<file path="src/rtl/interval_sched_pkg.sv">
`default_nettype none
// ============================================================================
// Module   : interval_sched_pkg
// Purpose  : Shared types and constants for the interval scheduler.
//            Holds the scheduler state enum and the default counter width.
// Revision : 1.0 - initial release
// ============================================================================
package interval_sched_pkg;

  // Default bit width of the shared interval counter and length inputs.
  localparam int unsigned c_default_width = 4;

  // Scheduler states.
  typedef enum logic [1:0] {
    IDLE = 2'd0,
    RUN  = 2'd1,
    DONE = 2'd2
  } state_t;

endpackage : interval_sched_pkg
`default_nettype wire

</file>
<file path="src/rtl/sync_up_counter.sv">
`default_nettype none
// ============================================================================
// Module   : sync_up_counter
// Purpose  : WIDTH-bit up counter with synchronous clear and count enable.
//            clr is the active-low synchronous reset; i_clear has priority
//            over i_en.
// Revision : 1.0 - initial release
// ============================================================================
module sync_up_counter
  import interval_sched_pkg::*;
#(
  parameter int WIDTH = c_default_width
) (
  input  logic             clk,
  input  logic             clr,
  input  logic             i_clear,
  input  logic             i_en,
  output logic [WIDTH-1:0] o_count
);

  logic [WIDTH-1:0] r_count;

  // Count register: reset/clear to zero, otherwise step by one when enabled.
  always_ff @(posedge clk) begin
    if (!clr || i_clear) begin
      r_count <= '0;
    end else if (i_en) begin
      r_count <= r_count + WIDTH'(1);
    end
  end

  assign o_count = r_count;

endmodule : sync_up_counter
`default_nettype wire

</file>
<file path="src/rtl/interval_scheduler.sv">
`default_nettype none
// ============================================================================
// Module   : interval_scheduler
// Purpose  : Two-requester round-robin scheduler that grants a shared
//            interval counter for len_q RUN cycles followed by one DONE cycle.
//            Optional feature macro INTERVAL_SCHED_PAUSE_EN adds a pause
//            input that stalls counting in RUN.
// Revision : 1.0 - initial release
// ============================================================================
module interval_scheduler
  import interval_sched_pkg::*;
#(
  parameter int WIDTH = c_default_width
) (
  input  logic             clk,
  input  logic             clr,
  input  logic [1:0]       req,
  input  logic [WIDTH-1:0] len0,
  input  logic [WIDTH-1:0] len1,
`ifdef INTERVAL_SCHED_PAUSE_EN
  input  logic             pause,
`endif
  output logic [1:0]       gnt,
  output logic [1:0]       done,
  output logic             busy,
  output logic [WIDTH-1:0] count
);

  state_t           r_state;
  state_t           w_state_nxt;
  logic [1:0]       r_gnt;
  logic [1:0]       w_gnt_nxt;
  logic [WIDTH-1:0] r_len_q;
  logic [WIDTH-1:0] w_len_nxt;
  logic             r_last;      // index of the requester served last
  logic             w_last_nxt;
  logic             w_cnt_clear;
  logic             w_cnt_en;
  logic [WIDTH-1:0] w_count;
  logic             w_win;       // arbitration winner index
  logic             w_owner;     // index of the current grant holder
  logic             w_at_end;
  logic             w_pause;

`ifdef INTERVAL_SCHED_PAUSE_EN
  assign w_pause = pause;
`else
  assign w_pause = 1'b0;
`endif

  // Requester 1 wins when alone, or on a tie when requester 0 was served last.
  assign w_win    = (req == 2'b10) || ((req == 2'b11) && !r_last);
  assign w_owner  = r_gnt[1];
  assign w_at_end = (w_count == (r_len_q - WIDTH'(1)));

  // State, grant, latched length and round-robin pointer registers.
  always_ff @(posedge clk) begin
    if (!clr) begin
      r_state <= IDLE;
      r_gnt   <= 2'b00;
      r_len_q <= '0;
      r_last  <= 1'b0;
    end else begin
      r_state <= w_state_nxt;
      r_gnt   <= w_gnt_nxt;
      r_len_q <= w_len_nxt;
      r_last  <= w_last_nxt;
    end
  end

  // Next-state logic and counter control.
  always_comb begin
    w_state_nxt = r_state;
    w_gnt_nxt   = r_gnt;
    w_len_nxt   = r_len_q;
    w_last_nxt  = r_last;
    w_cnt_clear = 1'b0;
    w_cnt_en    = 1'b0;
    unique case (r_state)
      IDLE: begin
        w_cnt_clear = 1'b1;
        w_gnt_nxt   = 2'b00;
        if (req != 2'b00) begin
          w_gnt_nxt   = w_win ? 2'b10 : 2'b01;
          w_len_nxt   = w_win ? len1 : len0;
          w_state_nxt = (w_len_nxt == '0) ? DONE : RUN;
        end
      end
      RUN: begin
        if (!req[w_owner]) begin
          // Abort: release without a done pulse, but count as served.
          w_state_nxt = IDLE;
          w_gnt_nxt   = 2'b00;
          w_cnt_clear = 1'b1;
          w_last_nxt  = w_owner;
        end else if (w_pause) begin
          w_state_nxt = RUN;
        end else if (w_at_end) begin
          // Counter holds its final value through DONE.
          w_state_nxt = DONE;
        end else begin
          w_cnt_en = 1'b1;
        end
      end
      DONE: begin
        w_state_nxt = IDLE;
        w_gnt_nxt   = 2'b00;
        w_cnt_clear = 1'b1;
        w_last_nxt  = w_owner;
      end
      default: begin
        w_state_nxt = IDLE;
        w_gnt_nxt   = 2'b00;
        w_cnt_clear = 1'b1;
      end
    endcase
  end

  sync_up_counter #(
    .WIDTH (WIDTH)
  ) u_counter (
    .clk     (clk),
    .clr     (clr),
    .i_clear (w_cnt_clear),
    .i_en    (w_cnt_en),
    .o_count (w_count)
  );

  assign gnt   = r_gnt;
  assign done  = (r_state == DONE) ? r_gnt : 2'b00;
  assign busy  = (r_state != IDLE);
  assign count = w_count;

endmodule : interval_scheduler
`default_nettype wire

</file>
<file path="config.mk">
export PLATFORM = sky130hd
export DESIGN_NAME = interval_scheduler
export DESIGN_NICKNAME = d
export VERILOG_FILES = /design/src/rtl/interval_sched_pkg.sv /design/src/rtl/sync_up_counter.sv /design/src/rtl/interval_scheduler.sv
export SDC_FILE = /design/constraint.sdc
export NUM_CORES = 1
export LEC_CHECK = 0
export CORE_MARGIN = 4
export CORE_UTILIZATION = 45
export CTS_CLUSTER_DIAMETER = 50
export DETAILED_ROUTE_END_ITERATION = 12
export MAX_ROUTING_LAYER = met4
export PLACE_DENSITY = 0.83
export SYNTH_ARGS = -nofsm -noshare
export SYNTH_HDL_FRONTEND = slang
export SYNTH_SLANG_ARGS = --single-unit
</file>
<file path="constraint.sdc">
create_clock -name clk -period 2.98 [get_ports clk]
set_input_delay 0.447 -clock clk [delete_from_list [all_inputs] [get_ports clk]]
set_output_delay 0.447 -clock clk [all_outputs]
set_load 0.02 [all_outputs]
</file>
Yosys cells after proc, flatten, opt, wreduce, memory -nomap -nowiden
Cells that the tools add are included.

cells by class
  reductions and logical operators = 13
  mux-type cells = 20
  $add $sub $neg = 2
  equality and inequality tests = 8
  magnitude comparators = 1

operators with widths
  cell                   number
  $mux W2                8
  $mux W1                8
  $pmux W2 S2            2
  $eq A2 B2 Y1 const B   3
  $reduce_and A2 Y1      3
  $reduce_bool A2 Y1     3
  $add A4 B1 Y4 const B  1
  $eq A4 B4 Y1           1
  $logic_not A4 Y1       1
  $mux W4                1
  $ne A2 B2 Y1 const B   2
  $sub A4 B1 Y4 const B  1
  $ne A3 B3 Y1 const B   1
  $eq A2 B1 Y1 const B   1
  $logic_not A1 Y1       2
  $logic_not A2 Y1       1
  $logic_or A1 B1 Y1     2
  $lt A1 B2 Y1 const B   1
  $pmux W1 S2            1
  $logic_and A1 B1 Y1    1

word-level totals
  input bits = 12
  logic and storage cells = 49
  register bits = 13

Logic depth before layout (Yosys ltp)
  depth in word-level cells = 8
  mapped depth = 6
  mapped depth without buffers = 6

Modules after synthesis
Synthesis repeated with hierarchy kept, for this count alone.

unflattened totals
  cell total of the unflattened synthesis = 88
  area, all modules = 763.2 sq um

by module, submodules not included
  module              cells each  instances  seq. area each (sq um)  area an instance (sq um)
  interval_scheduler  71          1          180.2                   581.8
  sync_up_counter     17          1          80.1                    181.4

Worst setup path after synthesis
No wires, ideal clock.

  path kind = reg-to-reg
  start point = reg r_len_q[0]
  end point = reg u_counter.r_count[2], in the netlist u_counter.o_count[2]
  data arrival time = 1.478 ns
  cell stages (with the launch flop) = 6
  clock period less this slack = 1.595 ns
  slack = 1.385 ns
  path through = dfxtp_1 > inv_1 > ha_1 > xnor2_1 > or4b_1 > o2bb2ai_1

on the way
  word-level cells in the longest chain between the ends = 5

RTL lines
  element                 RTL line                  text
  from (decl)             interval_scheduler.sv:33  logic [WIDTH-1:0] r_len_q;
  from (signal assigned)  interval_scheduler.sv:66  r_len_q <= w_len_nxt;
  $sub A4 B1 Y4           interval_scheduler.sv:54  assign w_at_end = (w_count == (r_len_q - WIDTH'(1)));
  $eq A4 B4 Y1            interval_scheduler.sv:54
  $mux W1                 interval_scheduler.sv:98  end else if (w_at_end) begin
  $mux W1                 interval_scheduler.sv:90  if (!req[w_owner]) begin
  $mux W1                 interval_scheduler.sv:79  unique case (r_state)
  to (signal assigned)    sync_up_counter.sv:28     r_count <= r_count + WIDTH'(1);
  to (decl)               sync_up_counter.sv:21     logic [WIDTH-1:0] r_count;

Every way passes these cells.
A chain may end at the register's enable or synchronous reset.

Worst setup path after layout
  start point = reg r_state[0]
  end point = out done[1]

on the way
  word-level cells in the longest chain between the ends = 2

RTL lines
  element                 RTL line                   text
  from (decl)             interval_scheduler.sv:29   state_t r_state;
  from (signal assigned)  interval_scheduler.sv:64   r_state <= w_state_nxt;
  $eq A2 B2 Y1            interval_scheduler.sv:130  assign done = (r_state == DONE) ? r_gnt : 2'b00;
  $mux W2                 interval_scheduler.sv:130
  to (decl)               interval_scheduler.sv:24   output logic [1:0] done,

Every way passes these cells.

==> flow_summary_export.csv <==
group,metric,value,unit
synth,ys_types,33,
min_path,hold_class,"register to register",
global_routing,use_met2,19.9,%
cts,cts_root_buf,"clkbuf_4",
final_layout,syn2layout_area_growth,29.8,%
synth,synth_edf_count,0,
die,io_pins,21,
sta,final-setup-viol-count,0,
cts,clock-sinks,13,
detailed_routing,via_per_inst,5.54,
critical_path,worst_path_max_delay_cell,"clkdlybuf4s50_1",
global_routing,grt_max_degree,12,
global_routing,grt_busiest_layer,"met2",
power_and_ir_drop,power_density,437,mW/mm2
cts,ctsResizeCount,0,
critical_path,cp_max_fo,3,
cts,cts_tree,"built",
sta,fmax,0.510,GHz
sta,tightest_slew,640,ps
outcome,status,"finished, final reports clean",
critical_path,crit_family,"buffers and inverters",
power_and_ir_drop,p_total,0.438,mW
critical_path,cpPeakStageDelay,620,ps
cts,clk_pin_slew_worst_paths,80,ps
detailed_routing,first_iter_violations,17,
placed_design,gp_congestion,0.816,
detailed_routing,drt-total-wl,1580,um
sta,finalCritPeriodShare,65.8,%
die,core,0.00156,mm2
synth,synth.yosys.warnings,0,
critical_path,cp.arrival,1510,ps
detailed_routing,dr.pass1.iters,5,
sta,max_slew_margin,57.2,%
cts,clockBufferDepth,2,
synth,syn_nets,101,
cts,clk_latency,270,ps
global_routing,globalRouteTotalUtil,14.0,%
cts,numCtsBuffers,3,
die,die_area,0.00244,mm2
global_routing,antenna_found_initial,0,
sta,fin_crit,1960,ps
critical_path,cp_cell_sequence,"nand2b_1 -> nor2_1 -> clkdlybuf4s50_1",
placed_design,port_buffers,20,
cts,hold_buffers,0,
global_routing,use_met1,18.9,%
run,max_cap_violations,0,
critical_path,worst-setup-path-type,"register to primary output",
global_routing,grt_pass1_vias,602,
sta,rsz0062_at_grt,"no",
cts,cts-htree-levels,1,
final_layout,drive_gt1_share,6.48,%
synth,ys_seq_elements,13,
power_and_ir_drop,ir_drop,0.000259,V
synth,syn_area_per_cell,8.87,um2
final_layout,antennaDiodeCount,0,
sta,hold_viol_final,0,
critical_path,cp-start-kind,"register",
global_routing,met3_usage,3.67,%
die,num_rows,14,
critical_path,crit_buf_inv,1,
sta,hold_slack,521,ps
die,start_util,49.5,%
synth,syn-instance-count,87,
sta,drv_slew,0,
synth,ys_seq_area_share,33.7,%
power_and_ir_drop,power.leakage,0.418,nW
critical_path,endpoint_kind,"primary output",
die,die_h,49.4,um
sta,finalClockSkew,2.43,ps
final_layout,nNetsFinal,123,
detailed_routing,vias,687,
detailed_routing,drc_errors,0,
global_routing,grt_pass1_wl,2640,um
placed_design,dp_hpwl,1260,um
final_layout,layout_common_cells,"clkdlybuf4s50_1, dfxtp_1, nand2_1, mux2i_1, nor2_1",
critical_path,required,2530,ps
global_routing,grt-ovfl-total,0,
detailed_routing,drtAntennaViolNets,0,
die,fp.dieW,49.4,um
synth,syn_area,772,um2
cts,cts_setup_buffers,0,
synth,synth_ff_type,"dfxtp_1",
synth,synthArstFlopShare,0,%
final_layout,mostFrequentLayoutCell,"clkdlybuf4s50_1",
sta,fin_tns_setup,0,ps
detailed_routing,post_drt_wl_per_cell,12.7,um
## cells by family (layout without fill, tap and decap cells)
kind of cell / count (synthesis) / after routing / synth area share [%]
multiplexers: 8 / 8 / 10.4
AND/OR/NAND/NOR: 32 / 32 / 21.7
flip-flops: 13 / 13 / 33.7
AO/OA/AOI/OAI: 18 / 18 / 18.6
adder cells (fa/ha/maj): 2 / 2 / 3.24
XOR/XNOR: 6 / 6 / 7.78
buffers and inverters: 8 / 29 / 4.54
## report_power, final
part           switching (mW)  internal [mW]  leakage [nW]  total [mW]
clock                  0.0585         0.0518        0.0150       0.110
combinational          0.0646         0.0656         0.296       0.130
sequential             0.0111          0.187         0.107       0.198
## layout make-up
class | count | area, um2
Timing Repair Buffer | 20 | 200
Inverter | 5 | 18.8
Clock buffer | 4 | 26.3
Multi-Input combinational cell | 66 | 477
Fill cell | 135 | 557
Tap cell | 16 | 20.0
Sequential cell | 13 | 260
## stage by stage
stage | cells | util [%] | setup WS [ps] | instance area [um2]
3_3_place_gp | 120 | 62.6 | 1020 | 976
4_1_cts | 124 | 64.3 | 1010 | 1000
6_report | 124 | 64.3 | 1020 | 1000
3_5_place_dp | 120 | 62.6 | 962 | 976
2_1_floorplan | 87 | - | 1390 | 772
5_1_grt | 124 | 64.3 | 939 | 1000
## flip-flops by register name (all words and copies together) (netlist names)
signal             flops
gnt                    2
r_last                 1
r_len_q                4
r_state                2
u_counter.o_count      4
## synthesized netlist by cell type (2+ instances only)
cell       instances  area (um2)
dfxtp_1           13         260
nand2_1           11        41.3
o21ai_0            3        15.0
o211a_1            4        40.0
mux2i_1            8        80.1
nand3_1            2        10.0
nor2_1             6        22.5
ha_1               2        25.0
nand2b_1           4        25.0
inv_1              5        18.8
xor2_1             2        17.5
xnor2_1            3        26.3
nor2b_1            2        12.5
o2bb2ai_1          2        17.5
a21oi_1            2        10.0
## worst paths after layout
| check | start | endpoint | slack, ps | cells past startpoint |
|---|---|---|---|---|
| worst max register to register | r_len_q[0] | u_counter.o_count[2] | 1300 | 5 |
| worst max-delay path | r_state[0] | done[1] | 1020 | 3 |
| worst min register to register | r_len_q[3] | r_len_q[3] | 520 | 1 |
| worst min-delay path | r_len_q[3] | r_len_q[3] | 520 | 1 |
## routing by layer
layer / vias up / share of wire [%]
li1: 347 / -
met1: 324 / 51
met2: 16 / 45
met3: 0 / 4.2
met4: 0 / 0
met5: - / 0
## worst reg2reg max path, cell delays in order (launching register included)
cell and delay, ps:
dfxtp_1 400, inv_1 60, ha_1 300, xnor2_1 150, or4b_1 540, o2bb2ai_1 140
Note: power is estimated with default switching activity, not from simulation.
